File: src/rtl/csr_trap_ctrl.sv
// Machine-mode CSR sequencer: arbitrates EXU CSR accesses, trap entry and mret,
// runs the mstatus/mepc/mcause update sequences and issues the IFU redirect.
module csr_trap_ctrl #(
  parameter int CSR_ADDR_WIDTH = 12,
  parameter int CSR_DATA_WIDTH = 32,
  parameter logic [CSR_ADDR_WIDTH-1:0] ADDR_MSTATUS = 12'h300,
  parameter logic [CSR_ADDR_WIDTH-1:0] ADDR_MTVEC   = 12'h305,
  parameter logic [CSR_ADDR_WIDTH-1:0] ADDR_MEPC    = 12'h341,
  parameter logic [CSR_ADDR_WIDTH-1:0] ADDR_MCAUSE  = 12'h342
) (
  input  logic                      clk_i,
  input  logic                      rst_i,
  input  logic                      inst_csr_valid_i,
  output logic                      inst_csr_ready_o,
  input  logic [CSR_ADDR_WIDTH-1:0] inst_csr_waddr_i,
  input  logic [CSR_DATA_WIDTH-1:0] inst_csr_wdata_i,
  input  logic [CSR_ADDR_WIDTH-1:0] inst_csr_raddr_i,
  output logic [CSR_DATA_WIDTH-1:0] inst_csr_rdata_o,
  input  logic                      trap_valid_i,
  input  logic [CSR_DATA_WIDTH-1:0] trap_pc_i,
  input  logic [CSR_DATA_WIDTH-1:0] trap_cause_i,
  output logic                      trap_ready_o,
  input  logic                      mret_valid_i,
  output logic                      mret_ready_o,
  output logic                      csr_we_o,
  output logic [CSR_ADDR_WIDTH-1:0] csr_waddr_o,
  output logic [CSR_DATA_WIDTH-1:0] csr_wdata_o,
  output logic [CSR_ADDR_WIDTH-1:0] csr_raddr_o,
  input  logic [CSR_DATA_WIDTH-1:0] csr_rdata_i,
  input  logic [CSR_DATA_WIDTH-1:0] csr_mtvec_i,
  input  logic [CSR_DATA_WIDTH-1:0] csr_mepc_i,
  output logic                      redirect_valid_o,
  output logic [CSR_DATA_WIDTH-1:0] redirect_pc_o,
  output logic                      busy_o
);

  localparam int MIE  = 3;
  localparam int MPIE = 7;

  typedef enum logic [2:0] {
    IDLE, T_EPC, T_CAUSE, T_STATUS, T_JUMP, M_STATUS, M_JUMP
  } state_t;

  state_t                    state, state_nxt;
  logic [CSR_DATA_WIDTH-1:0] pc_q, cause_q;
  logic [CSR_DATA_WIDTH-1:0] status_trap, status_mret;

  always_ff @(posedge clk_i) begin
    if (rst_i) begin
      state   <= IDLE;
      pc_q    <= '0;
      cause_q <= '0;
    end else begin
      state <= state_nxt;
      if (trap_ready_o) begin
        pc_q    <= trap_pc_i;
        cause_q <= trap_cause_i;
      end
    end
  end

  // mstatus read-modify-write values; csr_raddr_o points at mstatus in both status states
  always_comb begin
    status_trap         = csr_rdata_i;
    status_trap[MPIE]   = csr_rdata_i[MIE];
    status_trap[MIE]    = 1'b0;
    status_trap[12:11]  = 2'b11;
    status_mret         = csr_rdata_i;
    status_mret[MIE]    = csr_rdata_i[MPIE];
    status_mret[MPIE]   = 1'b1;
    status_mret[12:11]  = 2'b11;
  end

  always_comb begin
    state_nxt        = state;
    trap_ready_o     = 1'b0;
    mret_ready_o     = 1'b0;
    inst_csr_ready_o = 1'b0;
    inst_csr_rdata_o = '0;
    csr_we_o         = 1'b0;
    csr_waddr_o      = '0;
    csr_wdata_o      = '0;
    csr_raddr_o      = '0;
    redirect_valid_o = 1'b0;
    redirect_pc_o    = '0;
    case (state)
      IDLE: begin
        trap_ready_o     = trap_valid_i;
        mret_ready_o     = mret_valid_i && !trap_valid_i;
        inst_csr_ready_o = !trap_valid_i && !mret_valid_i;
        csr_raddr_o      = inst_csr_raddr_i;
        inst_csr_rdata_o = csr_rdata_i;
        if (inst_csr_valid_i && inst_csr_ready_o) begin
          csr_we_o    = 1'b1;
          csr_waddr_o = inst_csr_waddr_i;
          csr_wdata_o = inst_csr_wdata_i;
        end
        if (trap_valid_i)      state_nxt = T_EPC;
        else if (mret_valid_i) state_nxt = M_STATUS;
      end
      T_EPC: begin
        csr_we_o    = 1'b1;
        csr_waddr_o = ADDR_MEPC;
        csr_wdata_o = pc_q;
        state_nxt   = T_CAUSE;
      end
      T_CAUSE: begin
        csr_we_o    = 1'b1;
        csr_waddr_o = ADDR_MCAUSE;
        csr_wdata_o = cause_q;
        state_nxt   = T_STATUS;
      end
      T_STATUS: begin
        csr_raddr_o = ADDR_MSTATUS;
        csr_we_o    = 1'b1;
        csr_waddr_o = ADDR_MSTATUS;
        csr_wdata_o = status_trap;
        state_nxt   = T_JUMP;
      end
      T_JUMP: begin
        // direct mode only: mode bits are dropped from the vector base
        redirect_valid_o = 1'b1;
        redirect_pc_o    = csr_mtvec_i & ~(CSR_DATA_WIDTH'(3));
        state_nxt        = IDLE;
      end
      M_STATUS: begin
        csr_raddr_o = ADDR_MSTATUS;
        csr_we_o    = 1'b1;
        csr_waddr_o = ADDR_MSTATUS;
        csr_wdata_o = status_mret;
        state_nxt   = M_JUMP;
      end
      M_JUMP: begin
        redirect_valid_o = 1'b1;
        redirect_pc_o    = csr_mepc_i;
        state_nxt        = IDLE;
      end
      default: state_nxt = IDLE;
    endcase
    // a reset cycle aborts at once: no handshake, write or redirect escapes
    if (rst_i) begin
      trap_ready_o     = 1'b0;
      mret_ready_o     = 1'b0;
      inst_csr_ready_o = 1'b0;
      csr_we_o         = 1'b0;
      csr_waddr_o      = '0;
      csr_wdata_o      = '0;
      redirect_valid_o = 1'b0;
      redirect_pc_o    = '0;
    end
  end

  assign busy_o = (state != IDLE);

endmodule

File: config.mk
export PLATFORM = sky130hd
export DESIGN_NAME = csr_trap_ctrl
export DESIGN_NICKNAME = d
export VERILOG_FILES = /design/src/rtl/csr_trap_ctrl.sv
export SDC_FILE = /design/constraint.sdc
export NUM_CORES = 1
export LEC_CHECK = 0
export CAP_MARGIN = 20
export CORE_ASPECT_RATIO = 0.6
export CORE_MARGIN = 2
export CORE_UTILIZATION = 31
export CTS_BUF_LIST = sky130_fd_sc_hd__clkbuf_16
export CTS_CLUSTER_DIAMETER = 80
export CTS_CLUSTER_SIZE = 20
export DETAILED_ROUTE_END_ITERATION = 10
export PLACE_DENSITY = 0.77
export SYNTH_ARGS = -nofsm -noshare
export SYNTH_HDL_FRONTEND = slang
export SYNTH_SLANG_ARGS = --single-unit
export TNS_END_PERCENT = 10
File: constraint.sdc
create_clock -name clk_i -period 1.4 [get_ports clk_i]
set_input_delay 0.14 -clock clk_i [delete_from_list [all_inputs] [get_ports clk_i]]
set_output_delay 0.14 -clock clk_i [all_outputs]
set_load 0.05 [all_outputs]
* Yosys cells after proc, flatten, opt, wreduce, memory -nomap -nowiden
Cells that the tools add are included.
** Storage, ports and cells
- Word-level logic and storage cells :: 44
- Input port bits :: 221
- Output and inout port bits :: 126
- Register bits :: 67
** Cells by class
- Muxes and demuxes :: 24
- Eq/ne operators :: 7
- Reductions and logical operators :: 10
** Operators by type and width (number)
- 32-bit case mux with 5 select lines :: 1
- 32-bit 2-to-1 mux :: 4
- 32-bit case mux with 2 select lines :: 1
- 12-bit case mux with 4 select lines :: 1
- 12-bit 2-to-1 mux :: 2
- 12-bit case mux with 2 select lines :: 1
- 3-bit case mux with 5 select lines :: 1
- 1-bit 2-to-1 mux :: 10
- 3-bit == test, second input constant :: 3
- 3-bit by 2-bit == test with 1-bit output, second input constant :: 2
- 3-bit 2-to-1 mux :: 2
- 2-bit OR reduction :: 2
- 4-bit OR reduction :: 1
- 3-bit by 1-bit == test with 1-bit output, second input constant :: 1
- 1-bit logical AND :: 3
- 3-bit zero test :: 1
- 3-bit inequality test, second input constant :: 1
- 3-bit nonzero test :: 1
- 1-bit zero test :: 2
- 1-bit case mux with 2 select lines :: 1

* Logic depth before layout (Yosys ltp)
- Depth after elaboration :: 6
- Gate-level depth with buffers :: 6
- Gate-level depth less buffers :: 4

* Worst setup path before layout
Ideal clock, no wire load.
- Path type :: register to output
- From :: reg state[2]
- To :: out mret_ready_o
- Cell stages (with the launch flop) :: 5
- Buffers on the path :: 1
- Path slack :: -1.554 ns
- Arrival time :: 2.814 ns
- Required time :: 1.260 ns
- Cell sequence :: dfxtp_1 -> buf_2 -> nor3_2 -> inv_1 -> nor4b_1
** Between the ends
- Longest elaborated chain between the ends :: 3
** Ends and longest elaborated chain
- from (decl) :: RTL line 44 : state_t state, state_nxt;
- from (signal assigned) :: RTL line 54 : state <= state_nxt;
- 3-bit zero test :: RTL line 86 : case (state)
- 1-bit 2-to-1 mux :: RTL line 86
- 1-bit 2-to-1 mux :: RTL line 141 : if (rst_i) begin
- to (decl) :: RTL line 24 : output logic mret_ready_o,
No other way between the ends.

* Final worst setup path
- From :: reg state[1]
- To :: out csr_wdata_o[4]
** Between the ends
- Longest elaborated chain between the ends :: 3
- Elaborated cells between the ends (all ways) :: 7
- Classes of those cells :: eq/ne (4); mux (2); reduce/logical (1)
** Ends and longest elaborated chain
- 3-bit == test, or another cell as far along :: RTL line 86
- 32-bit case mux with 5 select lines (*) :: RTL line 86
- 32-bit 2-to-1 mux (*) :: RTL line 141
- to (decl) :: RTL line 27 : output logic [CSR_DATA_WIDTH-1:0] csr_wdata_o,
Mark *: on every way between the ends. The rest lies on a longest branch, timed or not.

==> impl_results.html <==
<table>
<tr><th>Metric</th><th>Value</th></tr>
<tr><th colspan="2">Synth</th></tr>
<tr><td>Average cell area after synthesis</td><td>a little over 7 um^2</td></tr>
<tr><td>Cell Area, Synth</td><td>4630 um^2</td></tr>
<tr><td>Synth Register Bits</td><td>67</td></tr>
<tr><td>Number of distinct standard cells referenced by the synthesized netlist</td><td>32</td></tr>
<tr><td>Post-synthesis cell count</td><td>649</td></tr>
<tr><td>Synth Warn #</td><td>0</td></tr>
<tr><td>Sequential-to-total area share from yosys stat</td><td>28.9%</td></tr>
<tr><td>Post-synthesis net count</td><td>870</td></tr>
<tr><th colspan="2">Power</th></tr>
<tr><td>Switching share of total power</td><td>38.0%</td></tr>
<tr><td>Power share of the clock group</td><td>22.5%</td></tr>
<tr><td>Logic pwr share</td><td>55.8%</td></tr>
<tr><td>Power per cell area</td><td>864 nW/um^2</td></tr>
<tr><td>Cell-internal power</td><td>approximately 6.3 mW</td></tr>
<tr><td>Seq pwr share</td><td>21.7%</td></tr>
<tr><td>Net switching component of the power</td><td>about 3.8 mW</td></tr>
<tr><td>Reported leakage power</td><td>4.18 nW</td></tr>
<tr><td>IR drop worst, VDD</td><td>0.675 mV</td></tr>
<tr><th colspan="2">Clock network</th></tr>
<tr><td>Maximum buffer depth of the clock tree</td><td>2</td></tr>
<tr><td>Clock tree sinks</td><td>67</td></tr>
<tr><td>CTS HTree Levels</td><td>3</td></tr>
<tr><td>Register clock-pin slew on the reported worst setup and hold paths</td><td>around 60 ps</td></tr>
<tr><td>Cts-stage hold buffer count</td><td>0</td></tr>
<tr><td>TritonCTS buffer count</td><td>9</td></tr>
<tr><td>Root buffer cell</td><td>sky130_fd_sc_hd__clkbuf_16</td></tr>
<tr><td>Latest clock arrival within the worst-skew pair</td><td>330 ps</td></tr>
<tr><td>TritonCTS clock tree</td><td>yes</td></tr>
<tr><th colspan="2">Route</th></tr>
<tr><td>Average routed wire per standard cell</td><td>21.3 um</td></tr>
<tr><td>Total number of vias</td><td>6665</td></tr>
<tr><td>Pre-antenna DRT Iters</td><td>5</td></tr>
<tr><td>Via count normalized by instance count</td><td>5.42</td></tr>
<tr><td>DR DRC count</td><td>0</td></tr>
<tr><td>Final routed wirelength across all metal layers</td><td>26.1 mm</td></tr>
<tr><td>Number of antenna-violating nets in the routed design</td><td>0</td></tr>
<tr><td>Number of violations reported at the end of detailed-routing iteration 0</td><td>about 400</td></tr>
<tr><th colspan="2">STA</th></tr>
<tr><td>Setup repair after global routing missed its margin</td><td>true</td></tr>
<tr><td>Worst relative slew slack</td><td>75.0%</td></tr>
<tr><td>Worst hold slack</td><td>361 ps</td></tr>
<tr><td>Final slew viol count</td><td>0</td></tr>
<tr><td>Slew of the pin with the lowest slew margin</td><td>375 ps</td></tr>
<tr><td>Min setup slack post-route</td><td>-639 ps</td></tr>
<tr><td>Peak clock frequency supported by timing</td><td>~0.49 GHz</td></tr>
<tr><td># setup viols final</td><td>191</td></tr>
<tr><td>Period utilisation layout</td><td>146%</td></tr>
<tr><td>Fin Setup TNS</td><td>-79750 ps</td></tr>
<tr><td>Clock skew</td><td>roughly 6.8 ps</td></tr>
<tr><td>Final hold viol count</td><td>0</td></tr>
<tr><td>Shortest clock period the worst path allows after layout</td><td>2040 ps</td></tr>
<tr><th colspan="2">Run status</th></tr>
<tr><td>Result of the run</td><td>complete, but fails checks</td></tr>
<tr><td>Violated checks</td><td>setup timing</td></tr>
<tr><th colspan="2">Global route</th></tr>
<tr><td>Met2 demand-to-capacity share in global routing</td><td>49.7%</td></tr>
<tr><td>Gr busiest metal</td><td>met2</td></tr>
<tr><td>Maximum number of pins on one net before global-route repair</td><td>43</td></tr>
<tr><td>M1 GR Usage</td><td>37.7%</td></tr>
<tr><td>Wire length of the first global-routing pass</td><td>37.0 mm</td></tr>
<tr><td>Grt ovf</td><td>0</td></tr>
<tr><td>Vias in the first global route</td><td>between 6000 and 7000</td></tr>
<tr><td>GRT Util Overall</td><td>29.6%</td></tr>
<tr><td>Met3 global-route usage</td><td>9.05%</td></tr>
<tr><td>Number of antenna violations at the first check in global routing</td><td>3</td></tr>
<tr><th colspan="2">Critical path</th></tr>
<tr><td>Category of the worst setup path capture point</td><td>primary output</td></tr>
<tr><td>Largest fanout on the critical path</td><td>15</td></tr>
<tr><td>CP required</td><td>1260 ps</td></tr>
<tr><td>Data arrival time at the worst-slack endpoint</td><td>1900 ps</td></tr>
<tr><td>Worst Path Class, Setup</td><td>flip-flop to primary output</td></tr>
<tr><td>Crit start category</td><td>flip-flop</td></tr>
<tr><th colspan="2">Floorplan</th></tr>
<tr><td>Count of pins on the block boundary</td><td>347</td></tr>
<tr><td>Effective utilization at floorplan</td><td>a little under a third</td></tr>
<tr><td>Core ar.</td><td>14500 um^2</td></tr>
<tr><td>Floorplan die width</td><td>162 um</td></tr>
<tr><td>Die H</td><td>98.7 um</td></tr>
<tr><td>Cell row count</td><td>34</td></tr>
<tr><td>Die ar.</td><td>16000 um^2</td></tr>
<tr><th colspan="2">Final layout</th></tr>
<tr><td>Final #Nets</td><td>1247</td></tr>
<tr><td>Share of final-layout standard cells stronger than drive strength 1</td><td>42.3%</td></tr>
<tr><td>Area growth from synthesis to final layout</td><td>152%</td></tr>
<tr><td>Number of filler instances in the final layout</td><td>905</td></tr>
<tr><td>Final core area utilization</td><td>80.2%</td></tr>
<tr><td>Post-layout instance area</td><td>around 12000 um^2</td></tr>
<tr><th colspan="2">Placement</th></tr>
<tr><td>Count of buffers from port buffering</td><td>344</td></tr>
<tr><td>Half-perimeter wire length after placement</td><td>18.0 mm</td></tr>
<tr><td>Area post-placement</td><td>~10000 um^2</td></tr>
<tr><td>Routability Congestion</td><td>0.877</td></tr>
<tr><th colspan="2">Hold path</th></tr>
<tr><td>Type of the tightest min-delay check</td><td>input port to flip-flop</td></tr>
<tr><th colspan="2">Flow run</th></tr>
<tr><td>Max-cap viol count</td><td>0</td></tr>
</table>
[sequential cells by signal (all words and copies together) (netlist names)]
| signal | flops |
|---|---|
| cause_q | 32 |
| pc_q | 32 |
| state | 3 |
[placed cells by master, fill, tap and decap left out, types with 5 or more instances in the layout]
cell type,instances
sky130_fd_sc_hd__clkbuf_16,11
sky130_fd_sc_hd__nor2_4,30
sky130_fd_sc_hd__nand2_2,13
sky130_fd_sc_hd__buf_4,50
sky130_fd_sc_hd__a211o_1,24
sky130_fd_sc_hd__mux2_2,7
sky130_fd_sc_hd__a21oi_2,46
sky130_fd_sc_hd__a22oi_1,29
sky130_fd_sc_hd__a32oi_2,6
sky130_fd_sc_hd__nand2_1,122
sky130_fd_sc_hd__dfxtp_1,64
sky130_fd_sc_hd__a32oi_1,24
sky130_fd_sc_hd__buf_6,21
sky130_fd_sc_hd__nand3_2,7
sky130_fd_sc_hd__mux2i_1,22
sky130_fd_sc_hd__clkdlybuf4s50_1,217
sky130_fd_sc_hd__a21oi_1,74
sky130_fd_sc_hd__a31oi_4,6
sky130_fd_sc_hd__nor3b_4,8
sky130_fd_sc_hd__nand3_1,5
sky130_fd_sc_hd__and2_4,42
sky130_fd_sc_hd__buf_12,141
[cell type report]
type	instances	area, um^2	area share, %
well taps	198	248	2.12
flip-flops and latches	67	1350	11.6
clock inverters	6	66.3	0.569
diodes	1	2.50	0.0215
inverters	3	15.0	0.129
multi-input cells	506	3910	33.5
repair buffers	439	5840	50.1
clock buffers	9	225	1.93
[power groups by stage]
stage	Combinational, mW	Sequential, mW	Clock (mW)
3_3_place_gp	4.77	2.23	0
5_1_grt	5.86	2.20	2.37
4_1_cts	5.23	2.18	2.29
6_report	5.63	2.19	2.26
2_1_floorplan	2.48	2.16	0
3_5_place_dp	4.83	2.24	0
[cells by family (layout without fill, tap and decap cells)]
| kind of cell | after synthesis | count (layout) | synth area share, % |
|---|---|---|---|
| buffers and inverters | 76 | 457 | 8.48 |
| other | 0 | 1 | 0 |
| muxes | 29 | 29 | 6.45 |
| AOI/OAI and AO/OA | 222 | 222 | 30.3 |
| and+or+nand+nor | 255 | 255 | 25.8 |
| DFF | 67 | 67 | 28.9 |
[final timing paths]
kind / startpoint / end / slack [ps] / cells past startpoint
max: state[1] / csr_wdata_o[4] / -640 / 7
min: trap_cause_i[11] / cause_q[11] / 360 / 3
max reg2reg: state[1] / pc_q[7] / -310 / 7
min reg2reg: pc_q[28] / pc_q[28] / 460 / 2
[layer usage]
layer,routed length (um),vias to the layer above
met5,13,-
met4,642,2
met3,2480,50
met2,12600,350
met1,10300,3188
li1,-,3075
[synth_stat cells (all sizes together)]
library cell	instances	area share (%)
a32oi	31	5.9
nor4	2	0.27
a22oi	30	4.9
buf	39	5.5
a21oi	124	13
dfxtp	67	29
and2	43	5.8
o21ai	6	0.65
nand3	13	1.4
a21o	1	0.16
and3	2	0.27
nor3b	9	1.5
nor2b	3	0.41
nor4b	3	0.57
a31oi	6	0.81
or3	1	0.14
nor2	33	2.7
clkbuf	34	2.8
and3b	4	0.76
inv	3	0.24
a211o	24	4.5
or4b	1	0.30
mux2i	22	4.8
nand2	136	11
nand2b	1	0.14
nor3	4	0.65
mux2	7	1.7
[metrics by stage]
stage | power [mW] | setup WS [ps] | cells
2_1_floorplan | 4.64 | -588 | 649
3_3_place_gp | 7.00 | -450 | 1189
3_5_place_dp | 7.07 | -533 | 1189
4_1_cts | 9.70 | -570 | 1220
5_1_grt | 10.4 | -671 | 1228
6_report | 10.1 | -639 | 1229
[critical path, stage by stage (launching register included)]
cell                      delay [ps]
sky130_fd_sc_hd__dfxtp_4         360
sky130_fd_sc_hd__buf_12          150
sky130_fd_sc_hd__nor3_4          110
sky130_fd_sc_hd__buf_6           180
sky130_fd_sc_hd__buf_12          190
sky130_fd_sc_hd__nand3_2         140
sky130_fd_sc_hd__a31oi_4         260
sky130_fd_sc_hd__buf_12          170
[what timing repair did]
action	in CTS	in global routing
setup endpoints to repair	190	192
gates cloned	4	3
resized for setup	98	122
pin swaps	39	48
setup buffers	12	5
(Power assumes the default switching activity.)
